$ cat config.mk
export PLATFORM = sky130hd
export DESIGN_NAME = rate_scan_ctrl
export DESIGN_NICKNAME = d
export VERILOG_FILES = /design/src/rtl/rate_scan_ctrl_pkg.sv /design/src/rtl/rate_scan_ctrl_gated_edge_counter.sv /design/src/rtl/rate_scan_ctrl.sv
export SDC_FILE = /design/constraint.sdc
export NUM_CORES = 1
export LEC_CHECK = 0
export CORE_MARGIN = 2
export CORE_UTILIZATION = 50
export CTS_CLUSTER_SIZE = 40
export DETAILED_ROUTE_END_ITERATION = 16
export PLACE_DENSITY = 0.73
export SLEW_MARGIN = 5
export SYNTH_ARGS = -nofsm -noshare
export SYNTH_HDL_FRONTEND = slang
export SYNTH_SLANG_ARGS = --single-unit
$ cat constraint.sdc
create_clock -name Clk -period 3.9 [get_ports Clk]
set_clock_uncertainty 0.2 [all_clocks]
set_input_delay 0.585 -clock Clk [delete_from_list [all_inputs] [get_ports Clk]]
set_output_delay 0.585 -clock Clk [all_outputs]
set_load 0.05 [all_outputs]
$ cat src/rtl/rate_scan_ctrl_pkg.sv
// Shared types and constants for the time-multiplexed pulse-rate scanner.
package rate_scan_ctrl_pkg;

    localparam int CNT_W = 32;
    localparam int CH_W  = 4;

    localparam logic [CNT_W-1:0] CNT_SAT = {CNT_W{1'b1}};

    typedef enum logic [1:0] {
        ST_IDLE,
        ST_SETTLE,
        ST_GATE,
        ST_STORE
    } scan_state_e;

endpackage

$ cat src/rtl/rate_scan_ctrl_gated_edge_counter.sv
// Saturating rising-edge counter with synchronous clear and count enable.
module gated_edge_counter
    import rate_scan_ctrl_pkg::*;
(
    input  logic             clk,
    input  logic             rise,
    input  logic             clr,
    input  logic             en,
    output logic [CNT_W-1:0] count
);

    logic [CNT_W-1:0] count_q;
    logic [CNT_W-1:0] count_d;

    function automatic logic [CNT_W-1:0] sat_inc(input logic [CNT_W-1:0] v);
        return (v == CNT_SAT) ? v : v + 1'b1;
    endfunction

    always_comb begin
        count_d = count_q;
        if (clr) begin
            count_d = '0;
        end else if (en && rise) begin
            count_d = sat_inc(count_q);
        end
    end

    // The count is always cleared during SETTLE before use, so it needs no reset.
    always_ff @(posedge clk) begin
        count_q <= count_d;
    end

    assign count = count_q;

endmodule

$ cat src/rtl/rate_scan_ctrl.sv
// Scans NCH asynchronous pulse inputs through one gated edge counter and
// keeps the last edge count of each channel in a readable result bank.
module rate_scan_ctrl
    import rate_scan_ctrl_pkg::*;
#(
    parameter int NCH    = 4,
    parameter int SETTLE = 8
) (
    input  logic             Clk,
    input  logic             Rst,
    input  logic [NCH-1:0]   Pulse,
    input  logic [31:0]      GateCycles,
    input  logic             Start,
    input  logic             Continuous,
    input  logic             Stop,
    output logic             Busy,
    output logic             ScanDone,
    output logic [3:0]       CurCh,
    input  logic [3:0]       RdAddr,
    output logic [31:0]      RdData,
    output logic [NCH-1:0]   ValidMask
);

    logic [NCH-1:0][2:0] sync_q, sync_d;
    logic [NCH-1:0]      rise_vec;
    logic                ch_rise;

    scan_state_e         state_q, state_d;
    logic [CH_W-1:0]     cur_ch_q, cur_ch_d;
    logic [CNT_W-1:0]    timer_q, timer_d;
    logic [CNT_W-1:0]    gate_len_q, gate_len_d;
    logic                cont_q, cont_d;
    logic                stop_q, stop_d;
    logic                busy_q, busy_d;
    logic                done_q, done_d;
    logic                store_en;
    logic                last_ch;

    logic [CNT_W-1:0]    edge_count;
    logic [CNT_W-1:0]    result_q [NCH];
    logic [CNT_W-1:0]    result_d [NCH];
    logic [NCH-1:0]      valid_q, valid_d;
    logic [CNT_W-1:0]    rd_data_q, rd_data_d;

    always_comb begin
        for (int i = 0; i < NCH; i++) begin
            sync_d[i]   = {sync_q[i][1:0], Pulse[i]};
            rise_vec[i] = sync_q[i][1] & ~sync_q[i][2];
        end
    end

    always_comb begin
        ch_rise = 1'b0;
        for (int i = 0; i < NCH; i++) begin
            if (cur_ch_q == CH_W'(i)) ch_rise = rise_vec[i];
        end
    end

    gated_edge_counter u_cnt (
        .clk   (Clk),
        .rise  (ch_rise),
        .clr   (state_q == ST_SETTLE),
        .en    (state_q == ST_GATE),
        .count (edge_count)
    );

    assign last_ch = (cur_ch_q == CH_W'(NCH - 1));

    // One down-counting timer serves both the settle and the gate intervals.
    always_comb begin
        state_d    = state_q;
        cur_ch_d   = cur_ch_q;
        timer_d    = timer_q;
        gate_len_d = gate_len_q;
        cont_d     = cont_q;
        stop_d     = stop_q;
        busy_d     = busy_q;
        done_d     = 1'b0;
        store_en   = 1'b0;
        if (state_q != ST_IDLE && Stop) stop_d = 1'b1;
        case (state_q)
            ST_IDLE: begin
                stop_d = 1'b0;
                if (Start) begin
                    gate_len_d = (GateCycles == '0) ? CNT_W'(1) : GateCycles;
                    cont_d     = Continuous;
                    cur_ch_d   = '0;
                    timer_d    = CNT_W'(SETTLE);
                    busy_d     = 1'b1;
                    state_d    = ST_SETTLE;
                end
            end
            ST_SETTLE: begin
                if (timer_q == CNT_W'(1)) begin
                    timer_d = gate_len_q;
                    state_d = ST_GATE;
                end else begin
                    timer_d = timer_q - 1'b1;
                end
            end
            ST_GATE: begin
                if (timer_q == CNT_W'(1)) begin
                    state_d = ST_STORE;
                end else begin
                    timer_d = timer_q - 1'b1;
                end
            end
            default: begin
                store_en = 1'b1;
                done_d   = last_ch;
                if (stop_q || (last_ch && !cont_q)) begin
                    busy_d  = 1'b0;
                    stop_d  = 1'b0;
                    state_d = ST_IDLE;
                end else begin
                    cur_ch_d = last_ch ? '0 : cur_ch_q + 1'b1;
                    timer_d  = CNT_W'(SETTLE);
                    state_d  = ST_SETTLE;
                end
            end
        endcase
    end

    // Reading from result_d lets a read of the channel being stored see the new value.
    always_comb begin
        result_d  = result_q;
        valid_d   = valid_q;
        rd_data_d = '0;
        for (int i = 0; i < NCH; i++) begin
            if (store_en && cur_ch_q == CH_W'(i)) begin
                result_d[i] = edge_count;
                valid_d[i]  = 1'b1;
            end
        end
        for (int i = 0; i < NCH; i++) begin
            if (RdAddr == CH_W'(i)) rd_data_d = result_d[i];
        end
    end

    always_ff @(posedge Clk) begin
        if (Rst) begin
            sync_q     <= '0;
            state_q    <= ST_IDLE;
            cur_ch_q   <= '0;
            timer_q    <= '0;
            gate_len_q <= '0;
            cont_q     <= 1'b0;
            stop_q     <= 1'b0;
            busy_q     <= 1'b0;
            done_q     <= 1'b0;
            result_q   <= '{default: '0};
            valid_q    <= '0;
            rd_data_q  <= '0;
        end else begin
            sync_q     <= sync_d;
            state_q    <= state_d;
            cur_ch_q   <= cur_ch_d;
            timer_q    <= timer_d;
            gate_len_q <= gate_len_d;
            cont_q     <= cont_d;
            stop_q     <= stop_d;
            busy_q     <= busy_d;
            done_q     <= done_d;
            result_q   <= result_d;
            valid_q    <= valid_d;
            rd_data_q  <= rd_data_d;
        end
    end

    assign Busy      = busy_q;
    assign ScanDone  = done_q;
    assign CurCh     = cur_ch_q;
    assign RdData    = rd_data_q;
    assign ValidMask = valid_q;

endmodule

==> flow_summary.ini, run 1 <==
[clock_tree]
clock_latency_ns = 0.56
cts_buffers = 29
cts_tree = yes
clkSinkCount = 282
ctsLongestPathBuffers = 3
hold_buffers = 0
cts.reportedPaths.clkPinSlew_ns = 0.07
clockRootBuffer = clkbuf_16
cts_setup_buffers = 0
post_cts_resized = 0
htree_num_levels = 1

[run]
max_cap_viol_count = 0

[synth]
synthCells = 1427
async_reset_ff_share_pct = 0
synth_xor_area_share_pct = 2.49
synth_simple_gate_area_share_pct = 23.5
synth_top_family_by_area = simple AND/OR/NAND/NOR gates
synth_top_area_share_pct = 45.9
syn_area_per_cell_um2 = 8.61
ys_ff_latch = 282
synthTopCellsByArea = dfxtp_1 46%, mux2i_1 9.4%, nor2_1 7.8%, nand2_1 4.6%, a21oi_1 3.3%
synth_edf_count = 0
ys_seq_area_share_pct = 45.9
yosysMostFrequentCell = dfxtp_1
yosys_warnings = 0
synthMuxAreaShare_pct = 9.66
ys.flop_type = dfxtp_1
syn-cell-area_um2 = 12300
synth_largest_area_cell = dfxtp_1
synth_nets = 1483
ys_types = 79
netlist_top_cells_count = 282 x dfxtp_1, 255 x nor2_1, 149 x nand2_1, 116 x mux2i_1, 82 x a21oi_1
synth_compound_area_share_pct = 12.4
synth-adder-area-share_pct = 1.12

[power_and_ir_drop]
p_leak_nw = 4.98
p_int_w = 0.00581
clkPwrFrac_pct = 33.7
power.density_nw_per_um2 = 615
pwr-share-comb_pct = 29.7
p_seq_share_pct = 36.6
switching_power_w = 0.00295
p_sw_share_pct = 33.6
ir_drop_uv = 426

[finish]
num-nets-final = 1509
syn_to_final_growth_pct = 15.9
diodes = 0
final_core_util_pct = 58.7
drive_gt1_share_pct = 7.26

[worst_setup_path]
crit_path_end_kind = register
path_class = register to register
required_ns = 4.16
cp_data_arrival_time_ns = 3.24
max_stage_delay_ns = 0.72
cp_max_fo = 26
slowest_stage = nor4_2
crit_family = compound AO/OA/AOI/OAI gates
path_common_cell = inv_1
start_kind = register
worstPathCellList = inv_1 -> ha_1 -> inv_1 -> nor4_2 -> o31ai_4 -> a31oi_1 -> o21ai_0 -> o31ai_1
crit_buf_inv = 2

[global_route]
grt_antenna_before_repair = 0
track_usage_pct = 22.7
grt_start_max_net_pins = 100
grt_overflow_total = 0
grt_pass1_wl_um = 49000
grt_pass1_vias = 9666

[timing]
final.setup.tns_ns = 0
tightest_slew_ns = 0.997
min_period_ns = 2.98
max_freq_mhz = 336
finalCritPeriodShare_pct = 76.4
rsz0062_at_grt = false
final-hold-violation-count = 0
drv_slew = 0
setup_violations = 0
slew_headroom_pct = 33.5
whs_ns = 0.165

[drt]
postRouteAntennaNets = 0
first_pass_iters = 5
vias_per_cell = 5.60
drtIter0Drc = 679
totalWireLength_um = 30000
drc = 0
wire_per_inst_um = 16.7
vias = 10100

[floorplan]
ios = 87
die-area_um2 = 25900
die_w_um = 161
core_area_um2 = 24200
rows = 57
initial_utilization_pct = 50.7
fp.dieH_um = 161

[placed_design]
io_buffers = 86
place_hpwl_um = 19200
gp_routability_congestion = 0.847

[min_path]
hp-class = primary input to register

[outcome]
outcome = finished clean
-- stage by stage --
stage	worst slack (ns)	cells	power [W]	cell area (µm²)
after floorplan	1.15	1427	0.00531	12300
after global placement	0.872	1746	0.00575	13200
after detailed placement	0.839	1746	0.00580	13200
after CTS	0.905	1798	0.00877	14200
after global routing	0.642	1798	0.00919	14200
final	0.921	1798	0.00876	14200
-- registers in the layout, indices dropped and copies added, names as in the netlist, 8 cells and up --
register	count
RdData	32
gate_len_q	32
result_q	128
sync_d	8
timer_q	32
u_cnt.count	32
-- cell usage in the layout, fill, tap and decap left out, types with 11 or more instances in the layout --
cell type	n
inv_1	26
and3_1	11
o21ai_0	44
xnor2_1	26
a21oi_1	82
nand4_1	17
dfxtp_1	282
nor2b_1	20
clkbuf_16	29
nor2_1	255
nor4_1	20
nor3_1	27
buf_4	18
mux2i_1	116
nand3_1	25
clkdlybuf4s50_1	85
nand2_1	149
o22ai_1	52
-- worst paths after layout --
kind	cells after the start	to	slack (ns)	from
setup / recovery	8	timer_q[18]	0.92	state_q[0]
hold / removal	2	gate_len_q[2]	0.16	Rst
setup reg to reg	8	timer_q[18]	0.92	state_q[0]
hold reg to reg	1	sync_d[5]	0.24	sync_d[4]
-- cells by family after synthesis --
family / Yosys count
compound gates: 245
xor+xnor: 35
fa+ha+maj: 11
buf+inv: 136
flops: 282
mux: 118
simple gates: 600
-- power by group through the flow --
stage                     combinational (W)  clock, W  sequential, W
after CTS                           0.00257   0.00300        0.00320
final                               0.00260   0.00295        0.00320
after floorplan                     0.00205         0        0.00326
after global routing                0.00286   0.00311        0.00322
after detailed placement            0.00254         0        0.00326
after global placement              0.00250         0        0.00325
-- worst register-to-register path, delay by kind of cell (launching register included) --
family,cells,cell delay (ns)
compound gates,4,0.89
simple gates,1,0.72
fa+ha+maj,1,0.43
flops,1,0.38
buf+inv,2,0.25
-- area by class of cell --
cell class              count  area (µm²)
multi-input cells        1009        6060
flip-flops and latches    282        5650
inverters                  26        97.6
clock buffers              39         783
well taps                 324         405
fillers                  2155       10000
repair buffers            105        1020
clock inverters            13         233
-- metal layers --
metal	GRT usage [%]	share of wire, %	vias up
li1	-	-	4976
met1	28.3	43	4816
met2	41.3	51	230
met3	2.71	4.0	53
met4	6.86	2.2	0
met5	0	0	-
Note: power is estimated with default switching activity, not from simulation.
==> run 2: changes to the inputs <==
PLACE_DENSITY = 0.75   (was 0.73)
clock period = 2.65 ns   (was 3.9 ns; I/O delays follow)
==> run 2 against run 1 <==
  * Cell area grew 4.5%
  * Critical endpoint is now u_cnt.count[28]
  * Sequential share of layout area is 1.7 points lower
  * Maximum frequency up 16%
  * Largest power group unchanged
  * Clock power rose by 58%
  * Utilization is 2.7 points higher
  * Flip-flop and latch count is the same
  * Die area unchanged
==> flow_summary.ini, run 2 (synthesized netlist as in run 1, its figures left out) <==
[drt]
first_pass_iters = 5
wire_per_inst_um = 16.5
vias = 10300
vias_per_cell = 5.60
postRouteAntennaNets = 0
drc = 0
totalWireLength_um = 30400
drtIter0Drc = 822

[global_route]
grt_pass1_wl_um = 49300
grt_antenna_before_repair = 0
grt_pass1_vias = 9726
track_usage_pct = 22.8
grt_start_max_net_pins = 75
grt_overflow_total = 0

[timing]
min_period_ns = 2.56
slew_headroom_pct = 61.9
finalCritPeriodShare_pct = 96.6
tightest_slew_ns = 0.572
setup_violations = 0
drv_slew = 0
max_freq_mhz = 391
rsz0062_at_grt = true
final-hold-violation-count = 0
whs_ns = 0.172

[finish]
diodes = 0
syn_to_final_growth_pct = 21.1
largest_reg_flops = 128
final_cell_mix = 281 x dfxtp_1, 255 x nor2_1, 148 x nand2_1
drive_gt1_share_pct = 11.2
num-nets-final = 1555
final_core_util_pct = 61.4
top_register = result_q
final_common_cell = dfxtp_1
design_area_um2 = 14900

[floorplan]
rows = 57
core_area_um2 = 24200
die_w_um = 161
die-area_um2 = 25900
fp.dieH_um = 161
ios = 87
initial_utilization_pct = 50.7

[worst_setup_path]
path_class = register to register
crit_path_end_kind = register
cp_max_fo = 4
start_kind = register
rrSetupSlack_ns = 0.09
required_ns = 2.89
cp_data_arrival_time_ns = 2.80

[placed_design]
placed_area_um2 = 13600
place_hpwl_um = 19900
io_buffers = 86
gp_routability_congestion = 0.866

[clock_tree]
clock_latency_ns = 0.57
htree_num_levels = 1
clkSinkCount = 282
clockRootBuffer = clkbuf_16
cts_buffers = 30
ctsLongestPathBuffers = 3
cts.reportedPaths.clkPinSlew_ns = 0.06
cts_tree = yes

[power_and_ir_drop]
p_leak_nw = 5.29
ir_drop_uv = 694
power.density_nw_per_um2 = 917

[min_path]
hp-class = primary input to register

[outcome]
outcome = finished clean

[run]
max_cap_viol_count = 0
run 2: worst max-delay path: stages (launching register included):
cell and delay, ns:
dfxtp_1 0.34, inv_1 0.10, ha_1 0.19, or3b_1 0.40, a221oi_4 0.31, nand4_1 0.13
buf_4 0.19, nor4_2 0.33, xnor2_1 0.16, nor2_1 0.06
run 2: what timing repair did:
| action | CTS | global route |
|---|---|---|
| resized for setup | 3 | 14 |
| setup buffers | 0 | 4 |
| setup endpoints to repair | 9 | 36 |
| pin swaps | 0 | 3 |
| hold buffers | 1 | 0 |
| endpoints found under the hold margin | 23 | 0 |
| gates cloned | 0 | 0 |
run 2: power by group:
part	total [W]	internal [W]	switching (W)
clock	0.00465	0.00291	0.00174
sequential	0.00472	0.00447	0.000242
combinational	0.00428	0.00172	0.00256
run 2: through the flow:
stage	setup WS, ns	total power, W	TNS (ns)	std cells
5_1_grt	-0.0435	0.0143	-0.106	1846
2_1_floorplan	0.0407	0.00782	0	1427
3_5_place_dp	-0.146	0.00881	-0.774	1786
3_3_place_gp	0.00612	0.00871	0	1786
6_report	0.0911	0.0136	0	1846
4_1_cts	0.0434	0.0135	0	1842
run 2: worst paths after layout:
path	start	to	depth (start not counted)
hold reg to reg	sync_d[10]	sync_d[11]	1
hold / removal	Pulse[3]	sync_d[10]	2
setup / recovery	state_q[0]	u_cnt.count[28]	9
setup reg to reg	state_q[0]	u_cnt.count[28]	9
run 2: metal layers:
metal	wire length (µm)	track usage, %	up-vias
met5	0	0	-
met4	570	6.37	0
met3	1580	2.66	41
met2	15500	41.6	314
met1	12700	28.6	4915
li1	-	-	5076
run 2: cell type report:
class / count / area (µm²)
clock buffer: 39 / 835
clock inverter: 16 / 292
fill: 2060 / 9360
inverter: 26 / 97.6
multi-input combinational: 1009 / 6150
sequential: 282 / 5650
tap: 324 / 405
timing repair buffer: 150 / 1460
==> run 3: changes to the inputs <==
HOLD_SLACK_MARGIN = 0.06   (was default)
==> results of run 3 <==
No change in the layout: final DEF, timing and power equal those of run 2.
